<file path="config.mk">
export PLATFORM = sky130hd
export DESIGN_NAME = pwm_fault_sequencer
export DESIGN_NICKNAME = d
export VERILOG_FILES = /design/src/rtl/pwm_ctrl_pkg.sv /design/src/rtl/fault_filter.sv /design/src/rtl/pwm_fault_sequencer.sv
export SDC_FILE = /design/constraint.sdc
export NUM_CORES = 1
export LEC_CHECK = 0
export BUFFER_PORTS_ARGS = -buffer_cell sky130_fd_sc_hd__buf_2
export CORE_MARGIN = 3
export CORE_UTILIZATION = 63
export DETAILED_ROUTE_END_ITERATION = 6
export GPL_TIMING_DRIVEN = 0
export PLACE_DENSITY = 0.93
export SYNTH_ARGS = -nofsm -noshare
export SYNTH_HDL_FRONTEND = slang
export SYNTH_SLANG_ARGS = --single-unit
export TNS_END_PERCENT = 1
</file>
<file path="constraint.sdc">
create_clock -name CLK_50M -period 7.3 [get_ports CLK_50M]
set_input_delay 1.46 -clock CLK_50M [delete_from_list [all_inputs] [get_ports CLK_50M]]
set_output_delay 1.46 -clock CLK_50M [all_outputs]
set_load 0.02 [all_outputs]
</file>
<file path="src/rtl/pwm_ctrl_pkg.sv">
// Shared encodings for the PWM gating sequencer: state codes, fault-flag bit
// positions and the saturated retry view presented on the status port.
package pwm_ctrl_pkg;

    typedef enum logic [2:0] {
        ST_IDLE      = 3'd0,
        ST_PFC_SS    = 3'd1,
        ST_INV1_ON   = 3'd2,
        ST_RUN       = 3'd3,
        ST_FAULT     = 3'd4,
        ST_RETRY_RST = 3'd5,
        ST_LOCKOUT   = 3'd6
    } state_t;

    // Bit positions inside Fault_Src and the internal filtered-fault vector
    localparam int FS_BUS_OVP  = 0;
    localparam int FS_IP_OCP   = 1;
    localparam int FS_INV_OCP1 = 2;
    localparam int FS_OP_OVP1  = 3;
    localparam int FS_INV_OCP2 = 4;
    localparam int FS_OP_OVP2  = 5;
    localparam int NUM_FLAGS   = 6;

    // The internal try counter runs one past MAX_RETRY; the port only has 2 bits.
    function automatic logic [1:0] retry_view(input int unsigned v);
        return (v > 3) ? 2'd3 : v[1:0];
    endfunction

endpackage

</file>
<file path="src/rtl/fault_filter.sv">
// One protection flag: 2-FF synchronizer into a consecutive-low counter.
// fault sets after FILT_CYC synchronized lows and drops on the first high.
module fault_filter #(
    parameter int FILT_CYC = 8
) (
    input  logic clk,
    input  logic rst,
    input  logic flag,
    output logic fault
);

    localparam int CW = (FILT_CYC > 1) ? $clog2(FILT_CYC) : 1;
    localparam logic [CW-1:0] LAST = CW'(FILT_CYC - 1);

    logic          s1, s2;
    logic [CW-1:0] cnt;

    always_ff @(posedge clk or posedge rst) begin
        if (rst) begin
            s1    <= 1'b1;
            s2    <= 1'b1;
            cnt   <= '0;
            fault <= 1'b0;
        end else begin
            s1 <= flag;
            s2 <= s1;
            if (s2) begin
                cnt   <= '0;
                fault <= 1'b0;
            end else if (cnt == LAST) begin
                fault <= 1'b1;
            end else begin
                cnt <= cnt + CW'(1);
            end
        end
    end

endmodule

</file>
<file path="src/rtl/pwm_fault_sequencer.sv">
// Start-up / fault-recovery sequencer for the PWM gating path:
// PFC soft-start, then INV1, then INV2; retry with latch-clear pulse, then lockout.
module pwm_fault_sequencer
    import pwm_ctrl_pkg::*;
#(
    parameter int FILT_CYC       = 8,
    parameter int PFC_SS_CYC     = 50000,
    parameter int INV_DLY_CYC    = 25000,
    parameter int RETRY_WAIT_CYC = 500000,
    parameter int RST_PULSE_CYC  = 16,
    parameter int MAX_RETRY      = 3,
    parameter int TW             = 20
) (
    input  logic       CLK_50M,
    input  logic       Rst,
    input  logic       Start,
    input  logic       Stop,
    input  logic       Clr_Lock,
    input  logic       BusOvp,
    input  logic       IP_Ocp,
    input  logic       InvOcp1,
    input  logic       OP_Ovp1,
    input  logic       InvOcp2,
    input  logic       OP_Ovp2,
    output logic       PFC_Run,
    output logic       INV1_Run,
    output logic       INV2_Run,
    output logic       Reset_D,
    output logic       Lockout,
    output logic [2:0] State_Code,
    output logic [1:0] Retry_Cnt,
    output logic [5:0] Fault_Src
);

    localparam logic [TW-1:0] PFC_LAST   = TW'(PFC_SS_CYC - 1);
    localparam logic [TW-1:0] INV_LAST   = TW'(INV_DLY_CYC - 1);
    localparam logic [TW-1:0] WAIT_LAST  = TW'(RETRY_WAIT_CYC - 1);
    localparam logic [TW-1:0] PULSE_LAST = TW'(RST_PULSE_CYC - 1);
    localparam int            RCW        = $clog2(MAX_RETRY + 2);
    localparam logic [RCW-1:0] TRY_MAX   = RCW'(MAX_RETRY);
    localparam logic [RCW-1:0] TRY_CAP   = RCW'(MAX_RETRY + 1);

    logic [NUM_FLAGS-1:0] flag_n, f;
    logic                 any_f;

    assign flag_n[FS_BUS_OVP]  = BusOvp;
    assign flag_n[FS_IP_OCP]   = IP_Ocp;
    assign flag_n[FS_INV_OCP1] = InvOcp1;
    assign flag_n[FS_OP_OVP1]  = OP_Ovp1;
    assign flag_n[FS_INV_OCP2] = InvOcp2;
    assign flag_n[FS_OP_OVP2]  = OP_Ovp2;
    assign any_f               = |f;

    for (genvar i = 0; i < NUM_FLAGS; i++) begin : g_filt
        fault_filter #(.FILT_CYC(FILT_CYC)) u_filt (
            .clk  (CLK_50M),
            .rst  (Rst),
            .flag (flag_n[i]),
            .fault(f[i])
        );
    end

    state_t           state, nxt;
    logic [TW-1:0]    tmr;
    logic [RCW-1:0]   tries, tries_d;
    logic [5:0]       src_d;
    logic             enter, tmr_sat;

    assign enter      = (nxt != state);
    assign tmr_sat    = (state == ST_RUN) && (tmr == WAIT_LAST);
    assign State_Code = state;

    always_comb begin
        nxt = state;
        case (state)
            ST_IDLE:
                if (Start && !Stop && !any_f) nxt = ST_PFC_SS;
            ST_PFC_SS:
                if (any_f)                   nxt = ST_FAULT;
                else if (Stop || !Start)     nxt = ST_IDLE;
                else if (tmr == PFC_LAST)    nxt = ST_INV1_ON;
            ST_INV1_ON:
                if (any_f)                   nxt = ST_FAULT;
                else if (Stop || !Start)     nxt = ST_IDLE;
                else if (tmr == INV_LAST)    nxt = ST_RUN;
            ST_RUN:
                if (any_f)                   nxt = ST_FAULT;
                else if (Stop || !Start)     nxt = ST_IDLE;
            ST_FAULT:
                // An exhausted retry budget locks out even if Stop is asserted.
                if (tries > TRY_MAX)         nxt = ST_LOCKOUT;
                else if (Stop)               nxt = ST_IDLE;
                else if (tmr == WAIT_LAST)   nxt = ST_RETRY_RST;
            ST_RETRY_RST:
                if (tmr == PULSE_LAST)       nxt = any_f ? ST_FAULT : ST_PFC_SS;
            ST_LOCKOUT:
                if (Clr_Lock && !Start)      nxt = ST_IDLE;
            default:                         nxt = ST_IDLE;
        endcase
    end

    always_comb begin
        tries_d = tries;
        src_d   = Fault_Src;
        if (enter && nxt == ST_IDLE) begin
            tries_d = '0;
            src_d   = '0;
        end else if (enter && nxt == ST_FAULT) begin
            src_d = f;
            if (tries != TRY_CAP) tries_d = tries + RCW'(1);
        end else if (tmr_sat) begin
            tries_d = '0;
        end
    end

    always_ff @(posedge CLK_50M or posedge Rst) begin
        if (Rst) begin
            state     <= ST_IDLE;
            tmr       <= '0;
            tries     <= '0;
            Retry_Cnt <= '0;
            Fault_Src <= '0;
            PFC_Run   <= 1'b0;
            INV1_Run  <= 1'b0;
            INV2_Run  <= 1'b0;
            Reset_D   <= 1'b0;
            Lockout   <= 1'b0;
        end else begin
            state     <= nxt;
            tmr       <= enter ? '0 : (tmr_sat ? tmr : tmr + TW'(1));
            tries     <= tries_d;
            Retry_Cnt <= retry_view(int'(tries_d));
            Fault_Src <= src_d;
            PFC_Run   <= (nxt == ST_PFC_SS) || (nxt == ST_INV1_ON) || (nxt == ST_RUN);
            INV1_Run  <= (nxt == ST_INV1_ON) || (nxt == ST_RUN);
            INV2_Run  <= (nxt == ST_RUN);
            Reset_D   <= (nxt == ST_RETRY_RST);
            Lockout   <= (nxt == ST_LOCKOUT);
        end
    end

endmodule

</file>
==> results by group <==
Worst setup path
  – Cells along the critical path: buf_2 -> or3b_1 -> nor4_2 -> nand4_1 -> nand3_1 -> and3_1 -> buf_2 -> buf_2 -> nand3_1 -> o21ai_0
  – Worst flop-to-flop path endpoint: tmr[15]
  – Reg2Reg Depth: 9
  – Worst path slowest cell: or3b_1
  – RR Startpoint: tmr[10]
  – CP endpoint: Fault_Src[2]
  – Worst EP arrival: 3520 ps
  – Startpoint types: input pin
  – Worst stage delay on the critical path: 400 ps
  – CP required: 7590 ps
  – Worst Setup End Kind: flip-flop
  – CP startpoint: Stop
  – Worst reg-to-reg setup slack: 4490 ps
  – Crit path max fanout: 10
  – Most frequent CP cell: buf_2
  – Crit Path Class: input pin to flip-flop

Route
  – DR vias/cell: 5.94
  – Drt first pass iters: 6
  – Routed wire per std cell: 15.9 um
  – DR DRC count: 0
  – WL final: 7.28 mm
  – Antenna viol nets, final: 0
  – Vias: 2715
  – Detailed Route Iter0 Violations: 344

Global route
  – Global route overflow: 0
  – Initial antenna violation count: 1
  – Largest net degree at the start of global routing: 76
  – GRT Util Overall: 0.238
  – Vias in the first global route: 2616
  – Global-route wire length before repair: 12.1 mm

Timing
  – Final hold viol count: 0
  – Slew at the pin closest to its max-slew limit: 862 ps
  – Pins Over Slew Limit: 0
  – Max_slew headroom: 0.425
  – Setup Skew: 11.9 ps
  – Setup slack after layout: 4070 ps
  – Peak Freq: 310 MHz
  – Setup TNS: 0 ps
  – Minimum clock period after layout: 3230 ps
  – Tcrit/Tclk final: 0.442
  – Hold slack: 360 ps
  – RSZ-0062 raised after global routing: false
  – Final setup vio count: 0

Die
  – Die width: 82.5 um
  – Die area: 6800 um2
  – Die height: 82.5 um
  – I/O pin cnt: 27
  – Effective utilization at floorplan: 0.661
  – Std-Cell Rows: 27
  – Core Region: 5570 um2

Yosys
  – Primary FF master, synth: dfrtp_1
  – Mapped Cells: 343
  – Yosys warnings: 0
  – Share of the synthesized area in the top cell type: 0.428
  – Sequential share of the synthesized area: 0.513
  – EDFF count, synth: 0
  – Mapped Nets: 370
  – Top post-synthesis cells by area: dfrtp_1, dfstp_2, ha_1
  – #FFs+latches synth: 75
  – Synth cell types: 48
  – Post-synth top cells: dfrtp_1, nor2_1, nand2_1
  – Synth Cell Area: 3680 um2
  – Most area-hungry cell type in the Yosys netlist: dfrtp_1
  – Most common cell in the netlist: dfrtp_1
  – Synthesized area per cell: 10.7 um2
  – FFs w/ async S/R, synth: 1.00

Clock tree
  – Cts hold-fix bufs: 0
  – Clk sink count: 75
  – Latest clock arrival within the worst-skew pair: 360 ps
  – Max Root-Sink Buffers: 2
  – Worst-path clk slew: 90 ps
  – Post_cts resized: 0
  – Num CTS Buffers: 9
  – Clock root cell: clkbuf_8
  – H-tree Lvls: 3
  – CTS tree: yes
  – Post-CTS setup buffers: 0

Place
  – Final Wtd Congestion: 0.930
  – Final HPWL DP: 5.03 mm
  – Port Buffers: 26
  – Dpl ws: 3770 ps

Job
  – Max-cap violation count: 0

Layout
  – Layout cell share with drive strength beyond 1: 0.234
  – N_diodes: 0
  – P&R area growth vs syn: 11.5%
  – Nets: 407

Power and ir drop
  – Max VDD drop: 0.173 mV
  – Power per cell area: 213 nW/um2
  – Lkg Pwr: 1.95 nW

Run status
  – Status: finished, final reports clean

Worst hold path
  – Hold WC Path Type: flip-flop to flip-flop
-- registers in the layout, summed over array words and instances, names as in the netlist --
name / cells
tmr: 20
g_filt.u_filt.cnt: 18
Fault_Src: 6
g_filt.u_filt.fault: 6
g_filt.u_filt.s1: 6
g_filt.u_filt.s2: 6
State_Code: 3
tries: 3
Retry_Cnt: 2
INV1_Run: 1
INV2_Run: 1
Lockout: 1
PFC_Run: 1
Reset_D: 1
-- layer usage --
metal	global-route usage	share of wire
met5	0	0.0018
met4	0.110	0.030
met3	0.0748	0.069
met2	0.381	0.50
met1	0.295	0.40
-- kinds of logic (layout without fill, tap and decap cells) --
family / count (synthesis) / after routing / synth area share
simple gates: 150 / 150 / 0.238
flops: 75 / 75 / 0.513
compound gates: 32 / 32 / 0.0574
buf+inv: 31 / 73 / 0.0373
xor+xnor: 26 / 26 / 0.0638
fa+ha+maj: 16 / 16 / 0.0543
mux: 13 / 13 / 0.0353
-- critical path, delay by kind of cell --
family / cells / cell delay [ps]
AOI/OAI and AO/OA: 1 / 80
buffers and inverters: 3 / 550
and+or+nand+nor: 6 / 1420
-- final cells by class --
type | instances | area [um2]
multi-input combinational | 237 | 1660
fill | 380 | 1470
buffer | 11 | 62.6
clock buffer | 9 | 124
tap | 72 | 90.1
sequential | 75 | 1890
clock inverter | 7 | 76.3
timing repair buffer | 26 | 130
inverter | 20 | 77.6
-- where the power goes --
part           leakage (nW)  internal [mW]  total, mW  switching, mW
clock network         0.103          0.136      0.315          0.179
logic                 0.864         0.0365     0.0975         0.0610
registers             0.985          0.440      0.461         0.0214
-- worst min-delay path by stage --
stage / from / endpoint / depth (start not counted)
6_report: g_filt[3].u_filt.s1 / g_filt[3].u_filt.s2 / 0
5_1_grt: g_filt[5].u_filt.s1 / g_filt[5].u_filt.s2 / 0
4_1_cts: g_filt[3].u_filt.s1 / g_filt[3].u_filt.s2 / 0
3_5_place_dp: g_filt[2].u_filt.s1 / g_filt[2].u_filt.s2 / 0
3_3_place_gp: g_filt[4].u_filt.s1 / g_filt[4].u_filt.s2 / 0
2_1_floorplan: g_filt[0].u_filt.s1 / g_filt[0].u_filt.s2 / 0
-- layout by cell type, fill, tap and decap left out, drive strengths merged, types with 3 or more instances in the layout --
cell type,Yosys,layout
inv,20,25
dfstp,12,12
nand4,7,7
nor4b,3,3
xor2,15,15
nor3,26,26
o21ai,13,13
nand2,26,26
buf,7,33
nor4,10,10
a21oi,6,6
xnor2,11,11
a211oi,3,3
clkbuf,4,13
ha,16,16
nand3,11,11
nor2,42,42
and3,5,5
mux2i,13,13
nand2b,5,5
dfrtp,63,63
or3,3,3
-- stage by stage --
step           total power [mW]  area, um2  utilization  cells
2_1_floorplan             0.537       3680            -    343
3_3_place_gp              0.556       3910        0.701    441
3_5_place_dp              0.565       3910        0.701    441
4_1_cts                   0.883       4110        0.737    457
5_1_grt                   0.916       4110        0.737    457
6_report                  0.874       4110        0.737    457
No activity file was read; power rests on OpenSTA's default activity.
